[src/rtl/adat_frame_writer.sv]
// Serialises 8-channel 24-bit PCM frames MSB-first into a 1-bit circular frame RAM
// and publishes the slot of each completed frame to the ADAT encoder.
module adat_frame_writer #(
    parameter int CIRC_BUF_BITS = 3
) (
    input  logic                       clk_i,
    input  logic                       rst_ni,
    input  logic [23:0]                sample_i,
    input  logic                       sample_valid_i,
    input  logic                       sample_first_i,
    output logic                       sample_ready_o,
    output logic [CIRC_BUF_BITS+7:0]   ram_write_addr_o,
    output logic                       ram_data_o,
    output logic                       ram_we_o,
    output logic [CIRC_BUF_BITS-1:0]   last_good_frame_idx_o,
    output logic                       frame_done_o,
    output logic                       misalign_o
);

    typedef enum logic {
        IDLE  = 1'b0,
        SHIFT = 1'b1
    } state_t;

    state_t                     state_reg;
    state_t                     state_next;
    logic                       ready_en_reg;
    logic [23:0]                shift_reg;
    logic [4:0]                 bit_idx_reg;
    logic [2:0]                 chan_reg;
    logic [CIRC_BUF_BITS-1:0]   wframe_reg;
    logic [CIRC_BUF_BITS-1:0]   last_good_reg;
    logic                       frame_done_reg;
    logic                       misalign_reg;
    logic                       accept;

    // ready_en_reg holds off the handshake until the first clock after reset release
    assign accept = (state_reg == IDLE) && ready_en_reg && sample_valid_i;

    always_ff @(posedge clk_i or negedge rst_ni) begin
        if (!rst_ni) begin
            state_reg <= IDLE;
        end else begin
            state_reg <= state_next;
        end
    end

    always_comb begin
        state_next = state_reg;
        case (state_reg)
            IDLE:    if (accept) state_next = SHIFT;
            SHIFT:   if (bit_idx_reg == 5'd23) state_next = IDLE;
            default: state_next = IDLE;
        endcase
    end

    always_ff @(posedge clk_i or negedge rst_ni) begin
        if (!rst_ni) begin
            ready_en_reg   <= 1'b0;
            shift_reg      <= '0;
            bit_idx_reg    <= '0;
            chan_reg       <= '0;
            wframe_reg     <= CIRC_BUF_BITS'(1);
            last_good_reg  <= '0;
            frame_done_reg <= 1'b0;
            misalign_reg   <= 1'b0;
        end else begin
            ready_en_reg   <= 1'b1;
            frame_done_reg <= 1'b0;
            misalign_reg   <= 1'b0;
            if (accept) begin
                shift_reg   <= sample_i;
                bit_idx_reg <= '0;
                // A new frame start mid-frame restarts the same write slot
                if (sample_first_i && (chan_reg != 3'd0)) begin
                    chan_reg     <= 3'd0;
                    misalign_reg <= 1'b1;
                end
            end else if (state_reg == SHIFT) begin
                shift_reg   <= {shift_reg[22:0], 1'b0};
                bit_idx_reg <= bit_idx_reg + 5'd1;
                if (bit_idx_reg == 5'd23) begin
                    bit_idx_reg <= '0;
                    if (chan_reg == 3'd7) begin
                        chan_reg       <= 3'd0;
                        last_good_reg  <= wframe_reg;
                        wframe_reg     <= wframe_reg + CIRC_BUF_BITS'(1);
                        frame_done_reg <= 1'b1;
                    end else begin
                        chan_reg <= chan_reg + 3'd1;
                    end
                end
            end
        end
    end

    // Write-side outputs are pure decodes of registers, forced to zero while idle
    assign sample_ready_o        = (state_reg == IDLE) && ready_en_reg;
    assign ram_we_o              = (state_reg == SHIFT);
    assign ram_data_o            = ram_we_o & shift_reg[23];
    assign ram_write_addr_o      = ram_we_o ? {wframe_reg, chan_reg, bit_idx_reg} : '0;
    assign last_good_frame_idx_o = last_good_reg;
    assign frame_done_o          = frame_done_reg;
    assign misalign_o            = misalign_reg;

endmodule

[config.mk]
export PLATFORM = sky130hd
export DESIGN_NAME = adat_frame_writer
export DESIGN_NICKNAME = d
export VERILOG_FILES = /design/src/rtl/adat_frame_writer.sv
export SDC_FILE = /design/constraint.sdc
export NUM_CORES = 1
export LEC_CHECK = 0
export CORE_MARGIN = 8
export CORE_UTILIZATION = 49
export CTS_CLUSTER_SIZE = 25
export DETAILED_ROUTE_END_ITERATION = 8
export PLACE_DENSITY = 0.79
export SLEW_MARGIN = 10
export SYNTH_ARGS = -nofsm -noshare
export SYNTH_HDL_FRONTEND = slang
export SYNTH_SLANG_ARGS = --single-unit
[constraint.sdc]
create_clock -name clk_i -period 1.9 [get_ports clk_i]
set_clock_uncertainty 0.05 [all_clocks]
set_input_delay 0.19 -clock clk_i [delete_from_list [all_inputs] [get_ports clk_i]]
set_output_delay 0.19 -clock clk_i [all_outputs]
set_load 0.1 [all_outputs]
# Yosys cells after proc, flatten, opt, wreduce, memory -nomap -nowiden
# Cells that the tools add are included.
# W data, S select, Z words.
dict set report totals {
  regBits 42
  latch_bits 0
  mem_bits_rw 0
  rom_bits 0
  input_bits 28
  wordCells 46
  memories 0
}
dict set report op_classes {
  add_sub_neg 3
  n_mul 0
  div 0
  order_cmp 0
  eq_ne 3
  n_shift 0
  n_mux 20
  bitwise_logic 3
  reduce_logical 8
}
# cell count
set op_table {}
lappend op_table {{$mux W24} 2}
lappend op_table {{$mux W3} 5}
lappend op_table {{$mux W5} 3}
lappend op_table {{$mux W11} 1}
lappend op_table {{$mux W1} 8}
lappend op_table {{$add A3 B1 Y3 const B} 2}
lappend op_table {{$add A5 B1 Y5 const B} 1}
lappend op_table {{$eq A5 B5 Y1 const B} 1}
lappend op_table {{$reduce_and A4 Y1} 1}
lappend op_table {{$reduce_bool A2 Y1} 2}
lappend op_table {{$eq A3 B3 Y1 const B} 1}
lappend op_table {{$logic_and A1 B1 Y1} 3}
lappend op_table {{$reduce_and A3 Y1} 1}
lappend op_table {{$reduce_bool A3 Y1} 1}
lappend op_table {{$ne A2 B1 Y1 const B} 1}
lappend op_table {{$not A1 Y1} 2}
lappend op_table {{$pmux W1 S2} 1}
lappend op_table {{$and A1 B1 Y1} 1}

# Longest topological paths before layout
# Gate-level depths: netlist of run 1.
dict set report logic_depth {
  ltp_word 5
  ltp_mapped 6
  depth_no_buf 5
}

# Worst setup path before layout of run 1
# Ideal clock, no wire load.
dict set report synth_path {
  path_kind {reg-to-reg}
  start {register state_reg (netlist: ram_we_o)}
  end {register wframe_reg[1]}
  setup_ps 125
  arrival_ps 2700
  slack_ps -974
  path_stages_with_launch 7
  n_path_buf 1
  synth_period_minus_slack_ps 2874
  path_cell_list {dfrtp_1 > buf_4 > nand2_1 > inv_1 > nand3_1 > inv_1 > mux2_2}
}
dict set report synth_between {
  elab_chain_cells 5
}
# element line_no
set synth_rtl {}
lappend synth_rtl {{start: declaration} 25} ;# state_t state_reg;
lappend synth_rtl {{start signal: assignment} 44} ;# state_reg <= state_next;
lappend synth_rtl {{$not A1 Y1} --}
lappend synth_rtl {{$logic_and A1 B1 Y1 (2 in series)} 38} ;# assign accept = (state_reg == IDLE) && ready_en_reg && sample_valid_i;
lappend synth_rtl {{$not A1 Y1 (no source line)} --}
lappend synth_rtl {{$reduce_and A4 Y1 (no source line) (*)} --}
lappend synth_rtl {{end signal: assignment} 87} ;# wframe_reg <= wframe_reg + CIRC_BUF_BITS'(1);
lappend synth_rtl {{end: declaration} 31} ;# logic [CIRC_BUF_BITS-1:0] wframe_reg;
# Every way passes the cells marked *; elsewhere a longest branch is shown, timed or not.
# A chain may end at the register's enable or synchronous reset.

# Worst setup path after layout of run 1
dict set report layout_path {
  start {register state_reg (netlist: ram_we_o)}
  end {output ram_write_addr_o[1]}
}
dict set report layout_between {
  elab_chain_cells 1
}
# element line_no
set layout_rtl {}
lappend layout_rtl {{$mux W11} 101} ;# assign ram_write_addr_o = ram_we_o ? {wframe_reg, chan_reg, bit_idx_reg} : '0;
lappend layout_rtl {{end: declaration} 12} ;# output logic [CIRC_BUF_BITS+7:0] ram_write_addr_o,
# No other way between the ends.

==> results of run 1 <==
==> synth_stat cells (2+ instances only) <==
master / n / area, sq um
ha_1: 5 / 62.56
dfrtp_1: 41 / 1026
clkbuf_1: 7 / 26.28
nand2b_1: 4 / 25.02
nor3_1: 3 / 15.01
nand2_1: 51 / 191.4
inv_1: 8 / 30.03
o21ai_0: 3 / 15.01
and3b_1: 2 / 17.52
nand3b_1: 3 / 22.52
mux2_2: 4 / 45.04
nand3_1: 3 / 15.01
xor2_1: 2 / 17.52
buf_2: 3 / 15.01
and2_1: 11 / 68.82
xnor2_1: 2 / 17.52
nor2_1: 2 / 7.510
a22oi_1: 23 / 172.7
==> per-stage QoR <==
stage | TNS, ns | setup slack [ns]
after global placement | 0 | 0.2603
after CTS | 0 | 0.003528
after floorplan | -1.274 | -0.2823
final | 0 | 0.1207
after global routing | 0 | 0.05434
after detailed placement | 0 | 0.2427
==> worst max-delay path: stages (launching register included) <==
cell and delay (ns):
dfrtp_4 0.56, buf_6 0.27, and2_2 0.22, buf_12 0.17
==> worst max path at each step <==
stage | from | to | slack, ns | cells past startpoint
6_report | ram_we_o$_DFF_PN0_ | ram_write_addr_o[1] | 0.12 | 3
5_1_grt | ram_we_o$_DFF_PN0_ | ram_write_addr_o[1] | 0.05 | 3
4_1_cts | ram_we_o$_DFF_PN0_ | ram_write_addr_o[1] | 0.004 | 3
3_5_place_dp | bit_idx_reg[0]$_DFFE_PN0P_ | wframe_reg[1]$_DFFE_PN0P_ | 0.24 | 5
3_3_place_gp | sample_valid_i | chan_reg[0]$_DFFE_PN0P_ | 0.26 | 4
2_1_floorplan | ram_we_o$_DFF_PN0_ | chan_reg[0]$_DFFE_PN0P_ | -0.28 | 5
==> layout make-up <==
class	count	area [sq um]
Sequential cell	42	1056
Clock inverter	1	5.005
Inverter	8	33.78
Tap cell	48	60.06
Fill cell	277	1021
Multi-Input combinational cell	130	827.0
Clock buffer	7	86.33
Timing Repair Buffer	51	626.9
==> logic make-up after synthesis <==
kind of cell,count (synthesis),share of synthesized area [%]
AO/OA/AOI/OAI,32,12.26
AND/OR/NAND/NOR,82,19.88
XOR/XNOR,4,1.826
flip-flops,42,54.82
other,1,0.1954
adder cells (fa/ha/maj),5,3.259
buffers and inverters,19,4.107
multiplexers,6,3.650
==> layout by cell type, fill, tap and decap left out, types with 3 or more instances in the layout <==
cell,instances
nand3b_1,3
buf_4,8
nand2b_1,4
nand2_1,50
nor3_1,3
clkbuf_8,6
clkdlybuf4s50_1,26
dfrtp_1,40
and2_2,11
inv_1,7
ha_1,5
buf_12,14
o21ai_0,3
mux2_2,4
a22oi_1,23
==> timing repair <==
action,CTS,global route
endpoints found under the setup margin,0,9
resized for setup,0,1
hold buffers,1,0
hold endpoints to repair,33,0
==> power breakdown <==
part | switching (mW) | internal (mW)
Combinational | 1.66 | 1.03
Clock | 0.291 | 0.293
Sequential | 0.261 | 1.19
==> metal layers <==
| metal | vias to the layer above | GRT usage [%] | wire length (um) |
|---|---|---|---|
| li1 | 736 | - | - |
| met1 | 716 | 19.15 | 2005 |
| met2 | 42 | 23.03 | 2019 |
| met3 | 4 | 3.417 | 212 |
| met4 | 0 | 6.111 | 55 |
| met5 | - | 0 | 0 |
==> results, run 1 <==
- In this run, the number of DRC markers left after iteration 0 of detailed routing was 98.
- The floorplan step defined a die boundary enclosing 6176 sq um.
- The worst path uses 93.65% of the clock period.
- Of all nets on the critical path, the largest fanout is 33.
- The fraction of the core area covered by cells at the end of the flow is 72.53%.
- Final hold analysis gives a worst-case slack of 0.4094 ns.
- From synthesis to final layout, the design area changed by 40.42%.
- The worst hold path belongs to the class in2reg.
- The floorplan step set the die height to 78.59 um.
- Setup repair after global routing left no endpoint under its margin.
- The average footprint of a synthesized cell is 10.05 sq um.
- The highest achievable clock rate is 0.5620 GHz.
- After detailed routing, the average wire length per cell comes to 14.96 um.
- The endpoint kind of the worst setup timing path is an output port.
- The number of rows in the core area is 22.
- The worst setup path is of the reg2out kind.
- The number of unique standard cell types used by synthesis is 32.
- VDD sags by at most 1.061 mV.
- The launch point of the worst reg-to-reg path is bit_idx_reg[0]$_DFFE_PN0P_.
- The number of global-route vias before repair was 1,545.
- The flow ran to the end, and the final reports show no timing, DRC or antenna violations.
- Excluding fillers, the count of instances in the completed layout stands at 287.
- The count of H-tree levels built during CTS is 2.
- The actual slew at the worst max-slew pin is 0.7672 ns.
- The count of buffers added by post-CTS timing repair for setup is 0.
- The finished layout cell area is 2695 sq um.
- The number of max-slew violations in the final report is 0.
- After detailed routing, the number of remaining DRC violations is 0.
- The number of register bits inferred by synthesis is 42.
- The total grt overflow is 0.
- Detailed routing inserted a total of 1,498 vias.
- The cell count after placement is 278.
- The arrival time at the worst endpoint is 1.54 ns.
- The cell area power density is 1757 nW/um^2.
- Yosys printed 0 warnings.
- The CTS buffer count is 5.
- The largest buffer count on any clock path is 2.
- During I/O placement, the number of pins put on the boundary was 47.
- The initial antenna violation count is 0.
- STA classifies the critical path startpoint as a flop.
- The destination of the worst register-to-register timing path is wframe_reg[1]$_DFFE_PN0P_.
- Routability-driven placement finished with a final weighted congestion of 0.8262.
- The overall power of the completed layout is 4.736 mW.
- The worst-case hold path end point is shift_reg[0]$_DFFE_PN0P_.
- The first detailed-routing pass ran for 4 iterations.
- The cell depth of the worst min-delay path is 3.
- For this run, the total global-route usage over all layers was measured as 14.73%.
- The clock tree from TritonCTS is yes.
- The register with the most flip-flops in the layout has 24 of them.
- The die outline width is 78.59 um.
- The tree is rooted in a clkbuf_8.
- The worst reg-to-reg setup slack is 0.23 ns.
- The synthesized netlist occupies a cell area of 1919 sq um.
- The worst reg-to-reg path cell count is 5.
- The core footprint is 3716 sq um.
- The leakage power is 1.311 nW.
- Entering global routing, the biggest net connects 36 pins.
- The required time at the worst-slack endpoint is 1.66 ns.
- After detailed routing, the number of vias per cell comes to 5.220.
- After detailed routing, the total wire length is 4.293 mm.
- The startpoint identified for the worst hold timing path is sample_i[0].
- The worst path needs 1.779 ns of the cycle, external delays included.
- After synthesis, the share of flip-flops with an asynchronous set or reset is 100.0%.
- The count of flip-flops with a built-in enable after synthesis is 0.
- The part of the Yosys area used for sequential elements is 54.82%.
- The normalized max-slew margin is 48.85%.
- The final setup violation count is 0.
- The tool flagged a number of max-cap violations equal to 0.
- The clock slew at the register clock pins of the worst setup and hold paths is 0.08 ns.
- The number of sinks handled by clock tree synthesis is 42.
- The global-route wire length before repair is 7.327 mm.
- Synthesis produced a netlist whose cell count is 191.
- In the final design database the tool counted 271 nets.
- The final count of hold timing violations was 0.
- The antenna diode count is 0.
- In this run the cell area measured after placement is 2590 sq um.
- Clock latency on the worst-skew pair, taken at its later pin, is 0.29 ns.
- For this configuration, the core starts out at a cell density of 51.65%.
- The commonest register cell after synthesis is dfrtp_1.
- Detailed placement ended at an HPWL of 2.979 mm.
- The number of nets in the synthesized netlist is 224.
- Of the cells placed in the final design, the portion with a size suffix greater than 1 is 23.43%.
- The total of buffers placed on input and output ports is 46.
- The remaining antenna violation count is 0.
Note: power is estimated with default switching activity, not from simulation.
==> run 2, diff against run 1 <==
--- a/config.mk
+++ b/config.mk
@@ -10,6 +10,7 @@
 export CTS_CLUSTER_SIZE = 25
 export DETAILED_ROUTE_END_ITERATION = 8
 export PLACE_DENSITY = 0.79
+export SETUP_SLACK_MARGIN = 0.05
 export SLEW_MARGIN = 10
 export SYNTH_ARGS = -nofsm -noshare
 export SYNTH_HDL_FRONTEND = slang
==> results of run 2 <==
Same layout as run 1: the final DEF is identical, and so are final timing and power.
Among the figures that moved: number of gates resized after CTS 0 -> 1
==> variant 1 (settings of run 2) <==
Make the reset (`rst_ni`) synchronous in 2 clocked blocks.
--- a/src/rtl/adat_frame_writer.sv
+++ b/src/rtl/adat_frame_writer.sv
@@ -37,7 +37,7 @@
     // ready_en_reg holds off the handshake until the first clock after reset release
     assign accept = (state_reg == IDLE) && ready_en_reg && sample_valid_i;
 
-    always_ff @(posedge clk_i or negedge rst_ni) begin
+    always_ff @(posedge clk_i) begin
         if (!rst_ni) begin
             state_reg <= IDLE;
         end else begin
@@ -54,7 +54,7 @@
         endcase
     end
 
-    always_ff @(posedge clk_i or negedge rst_ni) begin
+    always_ff @(posedge clk_i) begin
         if (!rst_ni) begin
             ready_en_reg   <= 1'b0;
             shift_reg      <= '0;
Function: differs if rst_ni is asserted again (counterexample within 4 cycles, from zero or initial values and one cycle with rst_ni low); with rst_ni held inactive, the same outputs for 10 cycles.
==> variant 1 against run 2 <==
Critical path type unchanged. Highest routed layer unchanged. Routed wire length decreased by 1.7%. Design area fell by 4.5%. Hold slack lost 0.0046 ns. Area after synthesis decreased by 1.8%. Global-route usage decreased by 1.0 points. Maximum frequency is 7.8% higher. Sequential cell count stayed put. Worst setup slack improved by 0.13 ns.
Power is not compared: it rests on default switching activity, and its combinational part moved more than twofold at a synthesized area within 25%.
==> variant 1: results (changes against run 2) <==
Global route:
- The global-route track usage on met1 is 16.0% (-3.1 points).
- The first-pass GRT wire length is 7.02 mm (-4.2%).
- The overall track demand over capacity in global routing was 13.7% (-1.0 points).
- The largest net degree at the start of global routing came to 32 (-11%).
- The number of global-route vias before repair is 1539 (-0.39%).
- The met3 usage is 4.33% (+0.91 points).

Placement:
- The final weighted congestion of routability-driven global placement is 0.785 (-5.0%).
- The cell count after placement is 290 (+4.3%).
- The HPWL after detailed placement is 3.06 mm (+2.9%).

Setup path:
- The depth of the worst register-to-register path is 4 (-1).
- The maximum fanout count along the critical path was 19 (-42%).
- The critical register-to-register path endpoint is shift_reg[3].
- The register-to-register path setup slack is 0.26 ns (+0.03 ns).

Synth:
- The commonest cells after synthesis are dfxtp_1 (42), nand2_1 (39), a22oi_1 (22), a21boi_1 (16), and2_1 (11).
- The total nets after synthesis was 241 (+7.6%).
- The async set-or-reset flop fraction in the synthesized netlist is 0% (-100 points).
- Yosys attributes the largest share of cell area to dfxtp_1 (45%), a22oi_1 (8.8%), nand2_1 (7.8%), a21boi_1 (6.4%), and2_1 (3.6%).
- The average cell area after synthesis is 9.07 µm² (-9.8%).
- The count of distinct cell types in the synthesized netlist is 36 (+13%).
- The sequential area share after synthesis is 44.6% (-10 points).
- The most used flip-flop cell after synthesis is dfxtp_1.

Hold path:
- The path class of the lowest-slack min-delay path is flip-flop to flip-flop.
- The number of stages on the worst hold path is 2 (-1).
- The startpoint of the lowest-slack hold path is shift_reg[21].
- The hold path endpoint is shift_reg[21].

Detailed routing:
- The count of vias placed by the detailed router came to 1585 (+5.8%).
- The routed via count divided by cell count is 5.32 (+1.9%).
- The sum of routed wire length over all layers is 4.22 mm (-1.7%).
- The detailed router's first-iteration violation count is 89 (-9.2%).

Clock tree:
- The number of resized instances in the post-cts repair step is 0 (-1).
- The clock tree buffer depth was 2 (unchanged).

Layout:
- The layout cell share with drive strength beyond 1 is 18.8% (-4.6 points).

Outcome:
- The flow ran to the end, and the final reports show no timing, DRC or antenna violations.

STA:
- The transition time at the pin with the least slew margin is 0.476 ns (-0.291 ns).
variant 1: cell families (layout without fill, tap and decap cells):
kind of cell	count (synthesis)	after routing	share of synthesized area, %
xor gates and xnor gates	3	3	1.39
and+or+nand+nor	82	82	22.4
muxes	1	1	0.531
adders and majority gates	5	5	3.32
DFF	42	42	44.6
buffers and inverters	18	60	6.04
AOI/OAI and AO/OA	57	57	21.8
variant 1: area by class of cell:
cell class | instances | area, µm² | area share [%]
multi-input combinational | 148 | 952 | 37.0
sequential | 42 | 845 | 32.8
timing repair buffer | 50 | 618 | 24.0
clock buffer | 7 | 86.3 | 3.35
tap | 48 | 60.1 | 2.33
inverter | 2 | 7.51 | 0.292
clock inverter | 1 | 5.00 | 0.194
variant 1: metal layers:
| layer | routed length (µm) | vias up |
|---|---|---|
| li1 | - | 810 |
| met1 | 1890 | 744 |
| met2 | 2090 | 29 |
| met3 | 238 | 2 |
| met4 | 5 | 0 |
| met5 | 0 | - |
variant 1: worst max path at each step:
stage | start | endpoint | slack [ns] | depth (start not counted)
floorplan | ram_we_o | ram_data_o | 0.07 | 4
global placement | sample_valid_i | shift_reg[18] | 0.18 | 5
detailed placement | sample_valid_i | shift_reg[6] | 0.13 | 5
CTS | ram_we_o | shift_reg[6] | 0.23 | 4
global route | ram_we_o | shift_reg[6] | 0.1 | 4
finish | ram_we_o | ram_data_o | 0.25 | 3
variant 1: power breakdown:
part	switching, mW	leakage (nW)	internal (mW)
clock	0.286	0.0482	0.293
sequential	0.0238	0.342	0.911
combinational	0.132	0.591	0.119
variant 1: per-stage QoR:
stage          hold slack [ns]  power [mW]  area (µm²)  setup slack [ns]
3_3_place_gp             0.392        1.20        2480             0.177
2_1_floorplan            0.168        1.11        1910            0.0704
5_1_grt                  0.419        1.85        2570            0.0989
3_5_place_dp             0.397        1.21        2480             0.127
6_report                 0.405        1.77        2570             0.249
4_1_cts                  0.407        1.78        2570             0.230
variant 1: worst max-delay path, cell delays in order, from the launching register on:
cell and delay [ns]:
dfxtp_4 0.47, buf_4 0.26, and2_2 0.21, buf_12 0.18
==> variant 2 (settings of run 2) <==
Without the edit above. The parameter `CIRC_BUF_BITS` goes from 3 to 5.
--- a/src/rtl/adat_frame_writer.sv
+++ b/src/rtl/adat_frame_writer.sv
@@ -1,7 +1,7 @@
 // Serialises 8-channel 24-bit PCM frames MSB-first into a 1-bit circular frame RAM
 // and publishes the slot of each completed frame to the ADAT encoder.
 module adat_frame_writer #(
-    parameter int CIRC_BUF_BITS = 3
+    parameter int CIRC_BUF_BITS = 5
 ) (
     input  logic                       clk_i,
     input  logic                       rst_ni,
Ports: changed (resized last_good_frame_idx_o and ram_write_addr_o); port bits go from 47 to 51. No check against the original RTL was run, so the function may have changed too.
==> variant 2 against run 2 <==
Die area is 8.7% higher. Total power is 3.0% higher. Area after synthesis is 11% higher. Routed wire length is 5.3% higher. Largest power group unchanged. Sequential cell count is 4 higher. Register-to-register slack worse by 0.05 ns. Worst setup slack better by 0.040 ns. Design area is 13% higher. Critical path type unchanged.
==> variant 2: results (changes against run 2) <==
Outcome:
- The run finished with clean final reports.

Synth:
- The number of warnings reported in the yosys synthesis log is 0 (unchanged).
- The commonest cells after synthesis are nand2_1 (50), dfrtp_1 (45), a22oi_1 (23), and2_1 (13), inv_1 (8).
- The total nets after synthesis is 236 (+5.4%).
- Yosys attributes the largest share of cell area to dfrtp_1 (53%), nand2_1 (8.8%), a22oi_1 (8.1%), and2_1 (3.8%), mux2_2 (3.7%).
- The count of distinct cell types in the synthesized netlist is 32 (unchanged).
- The sequential area share after synthesis is 54.1% (-0.71 points).

Setup path:
- The critical path arrival is 1.50 ns (-0.04 ns).
- The delay of the slowest cell on the worst path is 0.49 ns (-0.07 ns).
- The maximum fanout count along the critical path was 22 (-33%).
- The slowest stage of the critical path is the dfrtp_2 cell.

Pwr:
- The maximum vdd ir drop came to 1040 µV (-1.7%).
- The static power due to leakage is 1.49 nW (+14%).

Global route:
- The largest net degree at the start of global routing came to 25 (-31%).
- The overall track demand over capacity in global routing is 14.4% (-0.33 points).
- The first-pass GRT wire length is 7.49 mm (+2.3%).

Detailed routing:
- The wire length per cell came to 14.5 µm (-2.9%).
- The detailed router's first-iteration violation count is 115 (+17%).
- The count of vias placed by the detailed router is 1610 (+7.5%).
- The count of TritonRoute iterations in the first routing pass came to 5 (+1).

Hold path:
- The path class of the lowest-slack min-delay path is primary input to async pin.

Placement:
- The HPWL after detailed placement was 3.36 mm (+13%).
- The final weighted congestion of routability-driven global placement came to 0.818 (-1.0%).
- The worst-case setup slack after placement is 0.166 ns (-0.0772 ns).

STA:
- The transition time at the pin with the least slew margin is 0.558 ns (-0.209 ns).

Layout:
- The layout cell share with drive strength beyond 1 is 27.0% (+3.6 points).
- The net count of the finished layout was 291 (+7.4%).
## variant 2: kinds of logic after synthesis
logic type               after synthesis  share of synthesized area (%)
AO/OA/AOI/OAI                         32                           12.0
XOR/XNOR                               6                           2.47
adder cells (fa/ha/maj)                5                           2.94
buffers and inverters                 18                           3.64
flip-flops                            46                           54.1
multiplexers                           8                           4.17
other                                  1                          0.176
AND/OR/NAND/NOR                       87                           20.5
## variant 2: cell type report
| cell class | count | area (µm²) |
|---|---|---|
| Clock buffer | 6 | 82.6 |
| Clock inverter | 2 | 60.1 |
| Fill cell | 319 | 1230 |
| Inverter | 8 | 33.8 |
| Multi-Input combinational cell | 139 | 928 |
| Sequential cell | 46 | 1150 |
| Tap cell | 52 | 65.1 |
| Timing Repair Buffer | 58 | 713 |
## variant 2: final timing paths
path / from / to / slack (ns) / cells past startpoint
worst max-delay path: ram_we_o / ram_write_addr_o[3] / 0.16 / 3
worst min-delay path: rst_ni / bit_idx_reg[0] / 0.37 / 2
worst max register to register: chan_reg[0] / last_good_frame_idx_o[3] / 0.18 / 5
worst min register to register: shift_reg[23] / shift_reg[23] / 0.43 / 2
max in group asynchronous: rst_ni / wframe_reg[0] / 0.85 / 3
min in group clk_i: sample_i[0] / shift_reg[0] / 0.43 / 3
## variant 2: metrics by stage
stage | cells | power [mW] | hold slack [ns] | cell area [µm²]
2_1_floorplan | 203 | 3.18 | -0.156 | 2160
3_3_place_gp | 301 | 3.99 | 0.164 | 2870
3_5_place_dp | 301 | 4.03 | 0.166 | 2870
4_1_cts | 310 | 4.92 | 0.386 | 3020
5_1_grt | 311 | 5.13 | 0.422 | 3040
6_report | 311 | 4.88 | 0.374 | 3040
## variant 2: layer usage
| layer | share of wire [%] | wire, µm | track usage, % |
|---|---|---|---|
| met1 | 42 | 1900 | 18.2 |
| met5 | 0 | 0 | 0 |
| met4 | 1.2 | 52 | 4.21 |
| met2 | 52 | 2360 | 23.1 |
| met3 | 4.6 | 208 | 4.60 |
## variant 2: report_power, final
group          leakage [nW]  internal, mW  total [mW]  switching [mW]
Combinational         0.823         0.968        2.52            1.55
Sequential            0.600          1.26        1.48           0.225
Clock                0.0714         0.561       0.880           0.319
## variant 2: what timing repair did
item                                   in CTS  in global routing
setup endpoints to repair                   0                  6
resized for setup                           0                  1
buffers inserted                            0                  1
endpoints found under the hold margin      23                  0
hold buffers                                1                  0
